`src/rtl/rv32imf_pkg.sv`:
```
// Shared types for the rv32imf memory arbiter slice.
//   mem_src_e   : identifies which core requester owns a memory transaction.
//   arb_state_e : arbitration state (open for a fresh pick, or locked onto
//                 a winner whose request has not yet been granted).
//   BE_WORD     : byte-enable value presented for instruction fetches.
package rv32imf_pkg;

  typedef enum logic {
    SRC_INSTR = 1'b0,
    SRC_DATA  = 1'b1
  } mem_src_e;

  typedef enum logic {
    ARB_OPEN   = 1'b0,
    ARB_LOCKED = 1'b1
  } arb_state_e;

  localparam logic [3:0] BE_WORD = 4'hF;

endpackage

```
`src/rtl/rv32imf_mem_arbiter_if.sv`:
```
// Bundle of the three OBI-style ports around the arbiter: core fetch
// requester (instr_*), core load/store requester (data_*), the shared memory
// port (mem_*) and the sticky error flag.
//   slave  : view of the arbiter itself.
//   master : view of the environment (core + memory) driving the arbiter.
interface rv32imf_mem_arbiter_if;
  logic        instr_req_i;
  logic        instr_gnt_o;
  logic        instr_rvalid_o;
  logic [31:0] instr_addr_i;
  logic [31:0] instr_rdata_o;

  logic        data_req_i;
  logic        data_gnt_o;
  logic        data_rvalid_o;
  logic        data_we_i;
  logic [3:0]  data_be_i;
  logic [31:0] data_addr_i;
  logic [31:0] data_wdata_i;
  logic [31:0] data_rdata_o;

  logic        mem_req_o;
  logic        mem_gnt_i;
  logic        mem_rvalid_i;
  logic        mem_we_o;
  logic [3:0]  mem_be_o;
  logic [31:0] mem_addr_o;
  logic [31:0] mem_wdata_o;
  logic [31:0] mem_rdata_i;

  logic        err_o;

  modport slave (
    input  instr_req_i, instr_addr_i,
    output instr_gnt_o, instr_rvalid_o, instr_rdata_o,
    input  data_req_i, data_we_i, data_be_i, data_addr_i, data_wdata_i,
    output data_gnt_o, data_rvalid_o, data_rdata_o,
    output mem_req_o, mem_we_o, mem_be_o, mem_addr_o, mem_wdata_o,
    input  mem_gnt_i, mem_rvalid_i, mem_rdata_i,
    output err_o
  );

  modport master (
    output instr_req_i, instr_addr_i,
    input  instr_gnt_o, instr_rvalid_o, instr_rdata_o,
    output data_req_i, data_we_i, data_be_i, data_addr_i, data_wdata_i,
    input  data_gnt_o, data_rvalid_o, data_rdata_o,
    input  mem_req_o, mem_we_o, mem_be_o, mem_addr_o, mem_wdata_o,
    output mem_gnt_i, mem_rvalid_i, mem_rdata_i,
    input  err_o
  );
endinterface

```
`src/rtl/rv32imf_id_fifo.sv`:
```
// Outstanding-transaction ID FIFO: remembers which requester owns each
// granted transaction so responses can be routed in order.
//   clk_i, rst_i : clock, synchronous active-high reset (empties the FIFO)
//   push_i/push_id_i : enqueue an ID (ignored when full)
//   pop_i        : dequeue the head (ignored when empty); head_o is the
//                  pre-push head, so push+pop in one cycle is safe
//   full_o/empty_o : occupancy flags
module rv32imf_id_fifo
  import rv32imf_pkg::*;
#(
  parameter int DEPTH = 2
) (
  input  logic     clk_i,
  input  logic     rst_i,
  input  logic     push_i,
  input  mem_src_e push_id_i,
  input  logic     pop_i,
  output mem_src_e head_o,
  output logic     full_o,
  output logic     empty_o
);
  localparam int CNT_W = $clog2(DEPTH + 1);
  localparam int PTR_W = (DEPTH > 1) ? $clog2(DEPTH) : 1;

  mem_src_e             id_mem [DEPTH];
  logic [PTR_W-1:0]     wr_ptr;
  logic [PTR_W-1:0]     rd_ptr;
  logic [CNT_W-1:0]     count;
  logic                 push_ok;
  logic                 pop_ok;

  // Pointers wrap at DEPTH, which need not be a power of two.
  function automatic logic [PTR_W-1:0] ptr_inc(input logic [PTR_W-1:0] p);
    return (p == PTR_W'(DEPTH - 1)) ? '0 : p + 1'b1;
  endfunction

  assign full_o  = (count == CNT_W'(DEPTH));
  assign empty_o = (count == '0);
  assign push_ok = push_i & ~full_o;
  assign pop_ok  = pop_i & ~empty_o;
  assign head_o  = id_mem[rd_ptr];

  always_ff @(posedge clk_i) begin
    if (rst_i) begin
      wr_ptr <= '0;
      rd_ptr <= '0;
      count  <= '0;
    end else begin
      if (push_ok) wr_ptr <= ptr_inc(wr_ptr);
      if (pop_ok)  rd_ptr <= ptr_inc(rd_ptr);
      case ({push_ok, pop_ok})
        2'b10:   count <= count + 1'b1;
        2'b01:   count <= count - 1'b1;
        default: count <= count;
      endcase
    end
  end

  always_ff @(posedge clk_i) begin
    if (push_ok) id_mem[wr_ptr] <= push_id_i;
  end
endmodule

```
`src/rtl/rv32imf_mem_arbiter.sv`:
```
// Two-requester memory arbiter: multiplexes core fetch and load/store
// OBI-style requests onto one memory port, tracks up to MAX_OUTSTANDING
// granted transactions and routes in-order responses back to their owner.
//   clk_i, rst_i : clock, synchronous active-high reset
//   bus          : instr_*, data_*, mem_* handshakes and err_o (slave view)
// Ties alternate (the requester not granted last wins); an ungranted request
// locks the arbiter onto its winner until memory grants it.
module rv32imf_mem_arbiter
  import rv32imf_pkg::*;
#(
  parameter int MAX_OUTSTANDING = 2
) (
  input  logic                   clk_i,
  input  logic                   rst_i,
  rv32imf_mem_arbiter_if.slave   bus
);
  arb_state_e state_q, state_d;
  mem_src_e   lock_src_q, lock_src_d;
  mem_src_e   last_src_q, last_src_d;
  logic       err_q, err_d;

  mem_src_e   winner;
  mem_src_e   head_id;
  logic       fifo_full;
  logic       fifo_empty;
  logic       any_req;
  logic       mem_req;
  logic       grant;
  logic       pop;

  rv32imf_id_fifo #(
    .DEPTH (MAX_OUTSTANDING)
  ) u_id_fifo (
    .clk_i     (clk_i),
    .rst_i     (rst_i),
    .push_i    (grant),
    .push_id_i (winner),
    .pop_i     (pop),
    .head_o    (head_id),
    .full_o    (fifo_full),
    .empty_o   (fifo_empty)
  );

  always_ff @(posedge clk_i) begin
    if (rst_i) begin
      state_q    <= ARB_OPEN;
      lock_src_q <= SRC_INSTR;
      last_src_q <= SRC_INSTR;
      err_q      <= 1'b0;
    end else begin
      state_q    <= state_d;
      lock_src_q <= lock_src_d;
      last_src_q <= last_src_d;
      err_q      <= err_d;
    end
  end

  always_comb begin
    state_d    = state_q;
    lock_src_d = lock_src_q;
    last_src_d = last_src_q;
    err_d      = err_q;
    winner     = SRC_INSTR;

    any_req = bus.instr_req_i | bus.data_req_i;

    if (state_q == ARB_LOCKED) begin
      winner = lock_src_q;
    end else if (bus.instr_req_i && bus.data_req_i) begin
      winner = (last_src_q == SRC_INSTR) ? SRC_DATA : SRC_INSTR;
    end else if (bus.data_req_i) begin
      winner = SRC_DATA;
    end

    // Full is judged on the pre-pop occupancy, so a response arriving in
    // the same cycle never frees a slot for an immediate grant.
    mem_req = any_req & ~fifo_full & ~rst_i;
    grant   = mem_req & bus.mem_gnt_i;
    pop     = bus.mem_rvalid_i & ~fifo_empty & ~rst_i;

    if (grant) begin
      state_d    = ARB_OPEN;
      last_src_d = winner;
    end else if (mem_req) begin
      state_d    = ARB_LOCKED;
      lock_src_d = winner;
    end

    if (bus.mem_rvalid_i && fifo_empty && !rst_i) err_d = 1'b1;
  end

  assign bus.mem_req_o      = mem_req;
  assign bus.mem_addr_o     = (winner == SRC_DATA) ? bus.data_addr_i  : bus.instr_addr_i;
  assign bus.mem_we_o       = (winner == SRC_DATA) ? bus.data_we_i    : 1'b0;
  assign bus.mem_be_o       = (winner == SRC_DATA) ? bus.data_be_i    : BE_WORD;
  assign bus.mem_wdata_o    = (winner == SRC_DATA) ? bus.data_wdata_i : 32'h0;

  assign bus.instr_gnt_o    = grant & (winner == SRC_INSTR);
  assign bus.data_gnt_o     = grant & (winner == SRC_DATA);

  assign bus.instr_rvalid_o = pop & (head_id == SRC_INSTR);
  assign bus.data_rvalid_o  = pop & (head_id == SRC_DATA);
  assign bus.instr_rdata_o  = bus.mem_rdata_i;
  assign bus.data_rdata_o   = bus.mem_rdata_i;

  assign bus.err_o          = err_q;
endmodule

```
`src/flat_wrapper.sv`:
```
// flat-port wrapper written by rule: the top's interface ports become plain ports
module rv32imf_mem_arbiter_flat import rv32imf_pkg::*;
#(
  parameter int MAX_OUTSTANDING = 2
)
  (clk_i, rst_i, bus_instr_req_i, bus_instr_addr_i, bus_instr_gnt_o, bus_instr_rvalid_o, bus_instr_rdata_o, bus_data_req_i, bus_data_we_i, bus_data_be_i, bus_data_addr_i, bus_data_wdata_i, bus_data_gnt_o, bus_data_rvalid_o, bus_data_rdata_o, bus_mem_req_o, bus_mem_we_o, bus_mem_be_o, bus_mem_addr_o, bus_mem_wdata_o, bus_mem_gnt_i, bus_mem_rvalid_i, bus_mem_rdata_i, bus_err_o);
  rv32imf_mem_arbiter_if bus_i ();
  input  logic clk_i;
  input  logic rst_i;
  input wire logic [$bits(bus_i.instr_req_i)-1:0] bus_instr_req_i;
  input wire logic [$bits(bus_i.instr_addr_i)-1:0] bus_instr_addr_i;
  output wire logic [$bits(bus_i.instr_gnt_o)-1:0] bus_instr_gnt_o;
  output wire logic [$bits(bus_i.instr_rvalid_o)-1:0] bus_instr_rvalid_o;
  output wire logic [$bits(bus_i.instr_rdata_o)-1:0] bus_instr_rdata_o;
  input wire logic [$bits(bus_i.data_req_i)-1:0] bus_data_req_i;
  input wire logic [$bits(bus_i.data_we_i)-1:0] bus_data_we_i;
  input wire logic [$bits(bus_i.data_be_i)-1:0] bus_data_be_i;
  input wire logic [$bits(bus_i.data_addr_i)-1:0] bus_data_addr_i;
  input wire logic [$bits(bus_i.data_wdata_i)-1:0] bus_data_wdata_i;
  output wire logic [$bits(bus_i.data_gnt_o)-1:0] bus_data_gnt_o;
  output wire logic [$bits(bus_i.data_rvalid_o)-1:0] bus_data_rvalid_o;
  output wire logic [$bits(bus_i.data_rdata_o)-1:0] bus_data_rdata_o;
  output wire logic [$bits(bus_i.mem_req_o)-1:0] bus_mem_req_o;
  output wire logic [$bits(bus_i.mem_we_o)-1:0] bus_mem_we_o;
  output wire logic [$bits(bus_i.mem_be_o)-1:0] bus_mem_be_o;
  output wire logic [$bits(bus_i.mem_addr_o)-1:0] bus_mem_addr_o;
  output wire logic [$bits(bus_i.mem_wdata_o)-1:0] bus_mem_wdata_o;
  input wire logic [$bits(bus_i.mem_gnt_i)-1:0] bus_mem_gnt_i;
  input wire logic [$bits(bus_i.mem_rvalid_i)-1:0] bus_mem_rvalid_i;
  input wire logic [$bits(bus_i.mem_rdata_i)-1:0] bus_mem_rdata_i;
  output wire logic [$bits(bus_i.err_o)-1:0] bus_err_o;
  assign bus_i.instr_req_i = bus_instr_req_i;
  assign bus_i.instr_addr_i = bus_instr_addr_i;
  assign bus_instr_gnt_o = bus_i.instr_gnt_o;
  assign bus_instr_rvalid_o = bus_i.instr_rvalid_o;
  assign bus_instr_rdata_o = bus_i.instr_rdata_o;
  assign bus_i.data_req_i = bus_data_req_i;
  assign bus_i.data_we_i = bus_data_we_i;
  assign bus_i.data_be_i = bus_data_be_i;
  assign bus_i.data_addr_i = bus_data_addr_i;
  assign bus_i.data_wdata_i = bus_data_wdata_i;
  assign bus_data_gnt_o = bus_i.data_gnt_o;
  assign bus_data_rvalid_o = bus_i.data_rvalid_o;
  assign bus_data_rdata_o = bus_i.data_rdata_o;
  assign bus_mem_req_o = bus_i.mem_req_o;
  assign bus_mem_we_o = bus_i.mem_we_o;
  assign bus_mem_be_o = bus_i.mem_be_o;
  assign bus_mem_addr_o = bus_i.mem_addr_o;
  assign bus_mem_wdata_o = bus_i.mem_wdata_o;
  assign bus_i.mem_gnt_i = bus_mem_gnt_i;
  assign bus_i.mem_rvalid_i = bus_mem_rvalid_i;
  assign bus_i.mem_rdata_i = bus_mem_rdata_i;
  assign bus_err_o = bus_i.err_o;
  rv32imf_mem_arbiter #(.MAX_OUTSTANDING(MAX_OUTSTANDING)) u_core (.clk_i(clk_i), .rst_i(rst_i), .bus(bus_i));
endmodule
```
`config.mk`:
```
export PLATFORM = sky130hd
export DESIGN_NAME = rv32imf_mem_arbiter_flat
export DESIGN_NICKNAME = d
export VERILOG_FILES = /design/src/rtl/rv32imf_pkg.sv /design/src/rtl/rv32imf_mem_arbiter_if.sv /design/src/rtl/rv32imf_id_fifo.sv /design/src/rtl/rv32imf_mem_arbiter.sv /design/src/flat_wrapper.sv
export SDC_FILE = /design/constraint.sdc
export NUM_CORES = 1
export LEC_CHECK = 0
export CORE_AREA = 4 4 105 107
export DETAILED_ROUTE_END_ITERATION = 7
export DIE_AREA = 0 0 109 111
export GPL_TIMING_DRIVEN = 1
export HOLD_SLACK_MARGIN = 0.08
export RECOVER_POWER = 25
export SLEW_MARGIN = 20
export SYNTH_ARGS = -nofsm -noshare
export SYNTH_HDL_FRONTEND = slang
export SYNTH_SLANG_ARGS = --single-unit
```
`constraint.sdc`:
```
create_clock -name clk_i -period 3.01 [get_ports clk_i]
set_input_delay 0.903 -clock clk_i [delete_from_list [all_inputs] [get_ports clk_i]]
set_output_delay 0.903 -clock clk_i [all_outputs]
set_load 0.1 [all_outputs]
```
---- Yosys cells after proc, flatten, opt, wreduce, memory -nomap -nowiden ----
Memories as Yosys holds them, arrays and structs flattened. A register that Yosys moved wholly into a read port is not among the register bits.
Index checks and enable logic that the tools add are counted.
storage, ports and cells
  output and inout port bits .............. 139
  RAM bits ................................ 2
  logic and storage cells ................. 56
  input port bits ......................... 139
  register bits after elaboration ......... 8
  memories kept ........................... 1
memory list
  name                     depth  width  read ports  clocked after memory_dff  wr ports  line                   RTL
  u_core.u_id_fifo.id_mem  2      1      1           1                         1         rv32imf_id_fifo.sv:25  mem_src_e id_mem [DEPTH];
operators by class
  mux-type cells .......................... 15
  bitwise logic cells ..................... 18
  reductions and logical operators ........ 8
  $add $sub $neg .......................... 4
  equal/unequal tests ..................... 3
operators by type and width
  kind                   count
  $mux W32               2
  $and A1 B1 Y1          11
  $mux W1                11
  $not A1 Y1             6
  $eq A2 B2 Y1 const B   2
  $mux W4                1
  $pmux W2 S2            1
  $logic_and A1 B1 Y1    3
  $add A1 B1 Y1 const B  2
  $add A2 B1 Y2 const B  1
  $eq A2 B1 Y1 const B   1
  $logic_not A2 Y1       1
  $reduce_and A2 Y1      1
  $reduce_bool A2 Y1     1
  $reduce_or A2 Y1       1
  $sub A2 B1 Y2 const B  1
  $logic_not A1 Y1       1
  $or A1 B1 Y1           1

---- Depth between registers and ports, before layout ----
  depth in word-level cells ............... 8
  depth in mapped cells ................... 7
  depth with buffers taken out ............ 6

---- By module ----
A second synthesis with hierarchy kept.
second synthesis, totals
  cell total of the unflattened synthesis .. 196
  area, all modules ....................... 1,656.6 µm²
by module, submodules not included
  module               cells an instance  area an instance (µm²)  sequential area each (µm²)  times used
  rv32imf_mem_arbiter  167                1,361.3                 80.1                        1
  rv32imf_id_fifo      29                 295.3                   160.2                       1

---- Least setup slack after synthesis ----
No wires, ideal clock.
  kind .................................... input-to-output
  from .................................... in rst_i
  to ...................................... out bus_instr_rvalid_o
  stages .................................. 2
  arrival ................................. 4.016 ns
  setup slack ............................. -1.909 ns
  cell sequence ........................... clkbuf_1 nor4_1
between the ends
  cells in the longest elaborated chain, start to end .. 3
RTL lines
  element          line                        RTL
  start, declared  flat_wrapper.sv:9           input logic rst_i;
  $not A1 Y1       rv32imf_mem_arbiter.sv:79   pop = bus.mem_rvalid_i & ~fifo_empty & ~rst_i;
  $and A1 B1 Y1    rv32imf_mem_arbiter.sv:79
  $and A1 B1 Y1    rv32imf_mem_arbiter.sv:101  assign bus.instr_rvalid_o = pop & (head_id == SRC_INSTR);
  end, declared    flat_wrapper.sv:13          output wire logic [$bits(bus_i.instr_rvalid_o)-1:0] bus_instr_rvalid_o;
No other way between the ends.

---- Worst setup path after layout ----
  from .................................... in bus_data_req_i
  to ...................................... out bus_mem_addr_o[14]
between the ends
  cells in the longest elaborated chain, start to end .. 4
RTL lines
  element                                         line                                                  RTL
  start, declared                                 flat_wrapper.sv:15                                    input wire logic [$bits(bus_i.data_req_i)-1:0] bus_data_req_i;
  $mux W1 or $logic_and A1 B1 Y1 (tied branches)  rv32imf_mem_arbiter.sv:71, rv32imf_mem_arbiter.sv:69
  $mux W1 *                                       rv32imf_mem_arbiter.sv:69                             end else if (bus.instr_req_i && bus.data_req_i) begin
  $mux W1 *                                       rv32imf_mem_arbiter.sv:67                             if (state_q == ARB_LOCKED) begin
  $mux W32 *                                      rv32imf_mem_arbiter.sv:93                             assign bus.mem_addr_o = (winner == SRC_DATA) ? bus.data_addr_i : bus.instr_addr_i;
  end, declared                                   flat_wrapper.sv:26                                    output wire logic [$bits(bus_i.mem_addr_o)-1:0] bus_mem_addr_o;
Every way passes the cells marked *; elsewhere a longest branch is shown, timed or not.

==> flow_summary.yaml <==
status:
  outcome: "finished with violations"
  violations: "negative setup slack"
clocking:
  cts.clk_slew.worst_paths_ns: 0.05
  clk_latency_ns: 0.24
  ctsHtreeMaxLevel: 1
  clockBufferDepth: 2
  numCtsBuffers: 3
  ctsHoldBuffers: 0
  cts_tree: "yes"
  cts_sinks: 11
  cts_root_buf: "clkbuf_8"
floorplan:
  rows: 37
  start_util_pct: 16.1
  fp.dieH_um: 111
  core-area_mm2: 0.0101
  dieArea_mm2: 0.0121
  die-width_um: 109
  boundaryPins: 278
power:
  power_density_mw_per_mm2: 431
  p_sw_share_pct: 51.4
  ir_drop_mv: 0.210
  static-leakage-power_nw: 1.91
  internal_power_uw: 920
  p_seq_share_pct: 9.5
  net-switching-power_uw: 971
  pwr-share-comb_pct: 82.8
  clkPwrFrac_pct: 7.7
layout:
  finalInstanceArea_mm2: 0.00439
  final_cell_mix: "clkdlybuf4s50_1 (101), buf_12 (77), mux2_4 (29), and2_2 (29), buf_4 (16)"
  utilization_pct: 43.3
  syn_to_final_growth_pct: 169
  final_common_cell: "clkdlybuf4s50_1"
  layout.nets: 476
  drive_above_1_share_pct: 54.9
  antenna_cells: 0
setup_path:
  r2r-end: "u_core.u_id_fifo.count[1]$_SDFFE_PP0P_"
  worstReg2RegStart: "u_core.u_id_fifo.count[0]$_SDFFE_PP0P_"
  critPathLaunchType: "primary input"
  crit_slowest_cell: "mux2_4"
  rrSetupSlack_ns: 0.94
  crit_buf_inv: 5
  crit_chain: "buf_6 > nor2b_4 > a22oi_4 > buf_6 > buf_16 > buf_12 > mux2_4 > buf_12"
  slowest_delay_ns: 0.32
  r2r_cells: 7
  crit_family: "buffers and inverters"
  path_max_fanout: 8
  critPathRequiredTime_ns: 2.11
  crit_type: "in2out"
  cp-end-kind: "output port"
  crit_arrival_ns: 2.20
timing:
  slew_headroom_pct: 78.4
  fin_tns_setup_ns: -3.45
  fmax_ghz: 0.323
  finalCriticalPeriod_ns: 3.10
  hold_viol_final: 0
  worstMarginPinSlew_ns: 0.321
  post-route-period-util_pct: 103
  layout_setup_ws_ns: -0.0888
  setup_viol: 60
  rsz0062_at_grt: "yes"
  fin_skew_ns: 0.00517
  slew_violations: 0
synthesis:
  synth-seq-area-share_pct: 14.7
  synth_nets: 336
  synth_cell_types: 28
  synth-seq-cells: 11
  ys.flop_type: "dfxtp_1"
  synth_warnings: 0
  synth_edf_count: 2
  async_reset_ff_share_pct: 0
  synth_area_per_cell_um2: 8.33
  synthCells: 196
  synth_area_mm2: 0.00163
place:
  place_area_mm2: 0.00401
  port_buffers: 181
  dp_slack_ns: -0.432
  place_congestion: 0.750
  dp_hpwl_um: 5700
global_routing:
  antenna_found_initial: 0
  grt_max_degree: 41
  overflow: 0
  grt_pass1_vias: 2098
  grt_pass1_wl_um: 11100
  grt_usage_pct: 11.7
drt:
  routed_wl_um: 7230
  viasPerCell: 3.81
  drtIter0Drc: 24
  vias: 1793
  drtPass1Iterations: 4
  drc: 0
  post_drt_wl_per_cell_um: 15.4
  antenna_left: 0
worst_hold_path:
  hold_depth: 1
  min_from: "u_core.u_id_fifo.wr_ptr$_SDFFE_PP0N_"
  hold_end: "u_core.u_id_fifo.wr_ptr$_SDFFE_PP0N_"
  holdCritPathClass: "reg2reg"
flow_run:
  drv_cap: 0
==> power groups by stage <==
stage	Combinational (mW)	Sequential, mW	Clock (mW)
after floorplan	1.25	0.188	0
after global placement	1.45	0.179	0
final	1.57	0.179	0.146
after global routing	1.61	0.181	0.159
after CTS	1.57	0.179	0.153
after detailed placement	1.46	0.181	0
==> per-stage QoR <==
stage | hold slack, ns | cells | power, mW
floorplan | 0.439 | 196 | 1.44
global placement | 0.459 | 452 | 1.63
detailed placement | 0.467 | 452 | 1.64
CTS | 0.485 | 467 | 1.90
global route | 0.499 | 471 | 1.95
finish | 0.482 | 471 | 1.89
==> cells in the mapped netlist (3+ instances only) <==
| master | count | share of area [%] |
|---|---|---|
| nor2_1 | 12 | 2.8 |
| mux2_2 | 32 | 22 |
| dfxtp_1 | 9 | 11 |
| buf_4 | 67 | 31 |
| clkbuf_1 | 4 | 0.92 |
| o21ai_0 | 3 | 0.92 |
| nand2_1 | 3 | 0.69 |
| nand2b_1 | 5 | 1.9 |
| and2_1 | 34 | 13 |
| nor2b_1 | 4 | 1.5 |
==> flip-flops by register name (all words and copies together), names as in the netlist, named ones only <==
name	count
u_core.u_id_fifo.count	2
u_core.lock_src_q	1
u_core.u_id_fifo.wr_ptr	1
u_core.bus.err_o	1
u_core.u_id_fifo.rd_ptr	1
u_core.state_q	1
u_core.u_id_fifo.id_mem	2
u_core.last_src_q	1
==> how the worst max path moves through the flow <==
stage / cells after the start / start / to
final: 8 / bus_data_req_i / bus_mem_addr_o[14]
after global routing: 8 / bus_data_req_i / bus_mem_addr_o[10]
after CTS: 8 / bus_data_req_i / bus_mem_addr_o[6]
after detailed placement: 6 / bus_data_req_i / bus_mem_addr_o[11]
after global placement: 6 / bus_data_req_i / bus_mem_addr_o[9]
after floorplan: 4 / rst_i / bus_data_gnt_o
==> metal layers <==
layer,GRT usage [%],routed length (um),part of all wire [%],vias up
li1,-,-,-,853
met1,12.2,2440,34,833
met2,22.4,4140,57,94
met3,3.15,550,7.6,13
met4,2.95,102,1.4,0
met5,0,0,0,-
==> cell families after synthesis <==
family / share of synthesized area, %
buffers and inverters: 33.1
AND/OR/NAND/NOR: 21.5
multiplexers: 23.3
flip-flops: 14.7
AO/OA/AOI/OAI: 4.98
XOR/XNOR: 1.61
adder cells (fa/ha/maj): 0.766
==> final cells by class <==
cell class              instances  area, um^2
fillers                       950        5750
repair buffers                207        2850
multi-input cells             110        1070
flip-flops and latches         11         240
well taps                     136         170
clock buffers                   4        45.0
inverters                       3        11.3
==> timing repair <==
action / CTS / global route
pin swaps: 5 / 4
gates cloned: 3 / 0
gates resized for setup: 54 / 9
buffers inserted: 8 / 4
setup endpoints to repair: 73 / 52
(Power assumes the default switching activity.)
